`config.mk`:
```
export PLATFORM = sky130hd
export DESIGN_NAME = uart_tx_buffer
export DESIGN_NICKNAME = d
export VERILOG_FILES = /design/src/rtl/uart_tx_buffer.sv
export SDC_FILE = /design/constraint.sdc
export NUM_CORES = 1
export LEC_CHECK = 0
export CORE_UTILIZATION = 30
export CTS_BUF_LIST = sky130_fd_sc_hd__clkbuf_4
export DETAILED_ROUTE_END_ITERATION = 12
export SYNTH_ARGS = -nofsm -noshare
export SYNTH_HDL_FRONTEND = slang
export SYNTH_SLANG_ARGS = --single-unit
```
`constraint.sdc`:
```
create_clock -name clk -period 2.7 [get_ports clk]
set_input_delay 0.54 -clock clk [delete_from_list [all_inputs] [get_ports clk]]
set_output_delay 0.54 -clock clk [all_outputs]
set_load 0.05 [all_outputs]
```
`src/rtl/uart_tx_buffer.sv`:
```
// uart_tx_buffer: transmit staging FIFO in front of uart_core.
// Host bytes are queued through a valid/ready write port and launched one at
// a time into uart_core with a single-cycle tx_start pulse. tx_busy is then
// tracked until the frame completes, so the host can queue bursts without
// polling the core.
//
// Ports:
//   clk, rst     system clock, synchronous active-high reset
//   wr_data      byte to enqueue
//   wr_valid     write request; a write happens on wr_valid & wr_ready
//   wr_ready     registered "FIFO not full"
//   flush        discard queued bytes, clear overflow and launch_err
//   tx_busy      registered busy flag from uart_core
//   tx_start     one-cycle launch pulse to uart_core
//   tx_data      byte presented to uart_core, held until the next launch
//   fifo_count   queued entries, 0..DEPTH
//   empty        fifo_count == 0
//   overflow     sticky: write attempted while full
//   launch_err   sticky: tx_busy never rose within BUSY_TIMEOUT after a launch
module uart_tx_buffer #(
    parameter int unsigned DEPTH        = 8,
    parameter int unsigned AW           = 3,
    parameter int unsigned BUSY_TIMEOUT = 4
) (
    input  logic          clk,
    input  logic          rst,
    input  logic [7:0]    wr_data,
    input  logic          wr_valid,
    output logic          wr_ready,
    input  logic          flush,
    input  logic          tx_busy,
    output logic          tx_start,
    output logic [7:0]    tx_data,
    output logic [AW:0]   fifo_count,
    output logic          empty,
    output logic          overflow,
    output logic          launch_err
);

    localparam int unsigned TW = $clog2(BUSY_TIMEOUT + 1);

    typedef enum logic [1:0] {
        IDLE,
        LAUNCH,
        WAIT_BUSY,
        WAIT_DONE
    } state_t;

    logic [7:0]    mem [DEPTH];
    logic [AW-1:0] rd_ptr;
    logic [AW-1:0] wr_ptr;
    logic [TW-1:0] timer;
    state_t        state;

    logic          push;
    logic          pop;
    logic [AW:0]   count_next;

    // Push/pop qualification; flush drops a same-cycle write and holds off a launch.
    always_comb begin
        push       = wr_valid & wr_ready & ~flush;
        pop        = (state == IDLE) & ~empty & ~flush;
        count_next = fifo_count + (AW+1)'(push) - (AW+1)'(pop);
        if (flush) begin
            count_next = '0;
        end
    end

    // Storage array; contents need no reset since pointers gate every read.
    always_ff @(posedge clk) begin
        if (push) begin
            mem[wr_ptr] <= wr_data;
        end
    end

    // Pointers, occupancy and the registered full/empty views of it.
    always_ff @(posedge clk) begin
        if (rst) begin
            rd_ptr     <= '0;
            wr_ptr     <= '0;
            fifo_count <= '0;
            empty      <= 1'b1;
            wr_ready   <= 1'b1;
            overflow   <= 1'b0;
        end else begin
            if (flush) begin
                rd_ptr <= '0;
                wr_ptr <= '0;
            end else begin
                // AW-bit pointers wrap modulo DEPTH on their own.
                if (push) begin
                    wr_ptr <= wr_ptr + 1'b1;
                end
                if (pop) begin
                    rd_ptr <= rd_ptr + 1'b1;
                end
            end
            fifo_count <= count_next;
            empty      <= (count_next == '0);
            wr_ready   <= (count_next != (AW+1)'(DEPTH));
            if (flush) begin
                overflow <= 1'b0;
            end else if (wr_valid && !wr_ready) begin
                overflow <= 1'b1;
            end
        end
    end

    // Launch sequencer: pulse tx_start, then follow tx_busy through the frame.
    always_ff @(posedge clk) begin
        if (rst) begin
            state      <= IDLE;
            tx_start   <= 1'b0;
            tx_data    <= 8'h00;
            timer      <= '0;
            launch_err <= 1'b0;
        end else begin
            tx_start <= 1'b0;
            case (state)
                IDLE: begin
                    if (pop) begin
                        tx_data  <= mem[rd_ptr];
                        tx_start <= 1'b1;
                        state    <= LAUNCH;
                    end
                end
                LAUNCH: begin
                    timer <= '0;
                    state <= WAIT_BUSY;
                end
                WAIT_BUSY: begin
                    // tx_busy lags the core by a cycle, so a few low samples are normal.
                    if (tx_busy) begin
                        state <= WAIT_DONE;
                    end else if (timer == TW'(BUSY_TIMEOUT - 1)) begin
                        timer      <= timer + 1'b1;
                        launch_err <= 1'b1;
                        state      <= IDLE;
                    end else begin
                        timer <= timer + 1'b1;
                    end
                end
                WAIT_DONE: begin
                    if (!tx_busy) begin
                        state <= IDLE;
                    end
                end
                default: begin
                    state <= IDLE;
                end
            endcase
            // Flush clears the error flag but leaves an in-flight frame tracked.
            if (flush) begin
                launch_err <= 1'b0;
            end
        end
    end

endmodule
```
==> key figures <==
Floorplanning
  • Die Area: about 13000 sq um
  • Die Y: 113 um
  • Rows: 40
  • # IOs: 30
  • Initial Utilization: about 31%
  • CORE AREA: 12000 sq um
  • Die Wd: 113 um

Placement
  • RePlAce Congestion: 0.819
  • I/O Buffers: 29
  • Hpwl dp: 4.61 mm
  • Dpl cells: 440
  • Post-placement cell area: between 4000 and 5000 sq um

Critical path
  • WS Path Type: primary input to flip-flop
  • Slowest CP cell: fa_1
  • CP max FO: 2
  • WP data arrival: between 2 and 3 ns
  • WP data required: 3.05 ns
  • Critical Path Start Type: primary input
  • Largest stage delay on the critical path: 0.44 ns
  • Most used cell, CP: ha_1
  • CP cell instances: clkdlybuf4s50_1, buf_4, nor4_4, ha_1, inv_1, ha_1, fa_1, nor2_1, a21oi_1, nand2b_2
  • CP delay by family, top: adder cells
  • CP endpoint kind: flip-flop
  • CP Buf/Inv Count: 3

Global routing
  • First-pass GRT wire length: 11.3 mm
  • Global route total overflow: 0
  • Total Routing Usage GR: 11.9%
  • Largest net degree at the start of global routing: 35
  • Vias in the first global route: about 2200
  • Initial antenna violation count: 0

Synthesis
  • Synth top area cells: edfxtp_1 52%, dfxtp_1 15%, mux2i_1 9.0%, a22oi_1 3.7%, ha_1 2.7%
  • Yosys warns: 0
  • Seq/Total Area, Yosys: about two thirds
  • Gate Count Post-Synth: 255
  • Post-synthesis net count: 277
  • Area leader, netlist: edfxtp_1
  • Synth Cell Area: around 3700 sq um
  • Mean post-synth cell area: 14.4 sq um
  • Flops & latches, synth: between 90 and 100
  • Top cell type's share of synthesized area: 52.3%
  • Unique masters post-synth: 33

Final layout
  • Final instance area: 4400 sq um
  • Layout area overhead: 19.6%
  • Share of cells above drive strength 1: 13.3%
  • Post-Layout Cell Count: 456
  • Final core occ: 36.8%
  • Final nets: 326
  • ANT cells: 0

Drt
  • Via-to-Cell Ratio: 4.78
  • DR DRC count: 0
  • ANT nets after route: 0
  • Wirelength per Cell: 15.7 um
  • 1st-iter DRT viols: 88
  • Final WL: 7.14 mm
  • First-pass DRT Iterations: 6
  • Via Count: 2178

STA
  • RSZ-0062 raised after global routing: no
  • Final setup viols: 0
  • Period utilisation layout: a little over four fifths
  • Final Skew: 0.0127 ns
  • Relative slew slack: 43.3%
  • Fmax: 0.437 GHz
  • Fin crit period: roughly 2.3 ns
  • Fin. max-slew vios: 0
  • Final hold viol count: 0
  • Slew at the pin with the worst max-slew slack: 0.849 ns

Power and ir drop
  • Pwr Density: 632 nW/um^2
  • Maximum VDD drop: 0.275 mV
  • Pleak: 1.45 nW

Clocking
  • Clk Latency, worst-skew pair: 0.44 ns
  • H-Tree Depth: 3
  • Clock Sinks: 92
  • Num CTS Buffers: 9
  • Clock Tree Buf Depth: 2
  • Clock tree root driver cell: clkbuf_4
  • Postcts setup bufs: 0
  • CTS Hold Bufs: 0
  • Post-CTS sizing: 0
  • Reg clk slew, reported paths: 0.15 ns
  • TritonCTS clock tree: built

Min path
  • Worst min-delay path category: flip-flop to flip-flop

Run
  • Max-Cap Viols: 0

Run status
  • Status: finished clean
path summary, 6_finish.rpt:
path                            cells after the start         end  startpoint  slack, ns
worst min-delay path                                1  tx_data[6]  tx_data[6]       0.49
worst min register to register                      1  tx_data[6]  tx_data[6]       0.49
worst max-delay path                               10    wr_ready       flush       0.41
worst max register to register                      8    wr_ready    state[1]       0.47
cell families (layout without fill, tap and decap cells):
logic type / after synthesis / count (layout) / share of synthesized area [%]
buffers and inverters: 20 / 74 / 3.03
adder cells (fa/ha/maj): 9 / 9 / 3.27
multiplexers: 34 / 34 / 9.29
AO/OA/AOI/OAI: 41 / 41 / 8.34
AND/OR/NAND/NOR: 54 / 54 / 7.38
flip-flops: 92 / 92 / 67.5
XOR/XNOR: 5 / 5 / 1.19
worst register-to-register path, delay by kind of cell, from the launching register on:
kind / cells / cell delay (ns)
buffers and inverters: 1 / 0.06
DFF: 1 / 0.48
and+or+nand+nor: 3 / 0.63
AOI/OAI and AO/OA: 1 / 0.09
adders and majority gates: 3 / 0.90
per-stage QoR:
step | hold WS [ns] | TNS [ns] | total power [W] | setup slack [ns]
final | 0.487 | 0 | 0.00278 | 0.410
after floorplan | 0.459 | 0 | 0.00187 | 0.303
after CTS | 0.498 | 0 | 0.00281 | 0.387
after global routing | 0.523 | 0 | 0.00291 | 0.294
after detailed placement | 0.464 | -0.0958 | 0.00200 | -0.0705
after global placement | 0.458 | 0 | 0.00200 | 0.00364
sequential cells by signal (all words and copies together) (netlist names):
signal / flops
empty: 1
fifo_count: 4
launch_err: 1
mem: 64
overflow: 1
rd_ptr: 3
state: 2
timer: 3
tx_data: 8
tx_start: 1
wr_ptr: 3
wr_ready: 1
per-layer routing:
metal | routed length [um] | GRT usage, % | share of wire (%)
met3 | 240 | 2.46 | 3.4
met5 | 0 | 0 | 0
met4 | 129 | 5.33 | 1.8
met1 | 3340 | 14.8 | 47
met2 | 3430 | 20.0 | 48
report_power, final:
part	switching (W)	internal, W
combinational	0.000226	0.000165
clock	0.000503	0.000307
sequential	0.0000347	0.00155
total	0.000764	0.00202
cells in the final DEF, fill, tap and decap left out, drive strengths merged, types with 2 or more instances in the layout:
cell type	synthesis	routed
a21oi	9	9
a22oi	18	18
a32o	8	8
and2	4	4
buf	11	20
clkbuf	0	9
clkdlybuf4s50	0	29
clkinv	0	3
dfxtp	28	28
edfxtp	64	64
ha	8	8
inv	9	12
mux2i	33	33
nand2	8	8
nand2b	6	6
nor2	25	25
nor2b	3	3
nor3	3	3
o22ai	2	2
xnor2	2	2
xor2	3	3
synthesized netlist by cell type, drive strengths merged:
cell type / number
edfxtp: 64
mux2i: 33
dfxtp: 28
nor2: 25
a22oi: 18
buf: 11
a21oi: 9
inv: 9
a32o: 8
ha: 8
nand2: 8
nand2b: 6
and2: 4
nor2b: 3
nor3: 3
xor2: 3
o22ai: 2
xnor2: 2
a2111o: 1
a21o: 1
a31oi: 1
and3b: 1
fa: 1
mux2: 1
nand3: 1
nand3b: 1
nor4: 1
o21ai: 1
or2: 1
cell type report:
class                           instances  area [sq um]
Sequential cell                        92          2480
Tap cell                              147           184
Clock inverter                          7          92.6
Fill cell                            1143          7560
Multi-Input combinational cell        143          1080
Clock buffer                            9          67.6
Timing Repair Buffer                   49           453
Inverter                                9          33.8
Note: power is estimated with default switching activity, not from simulation.
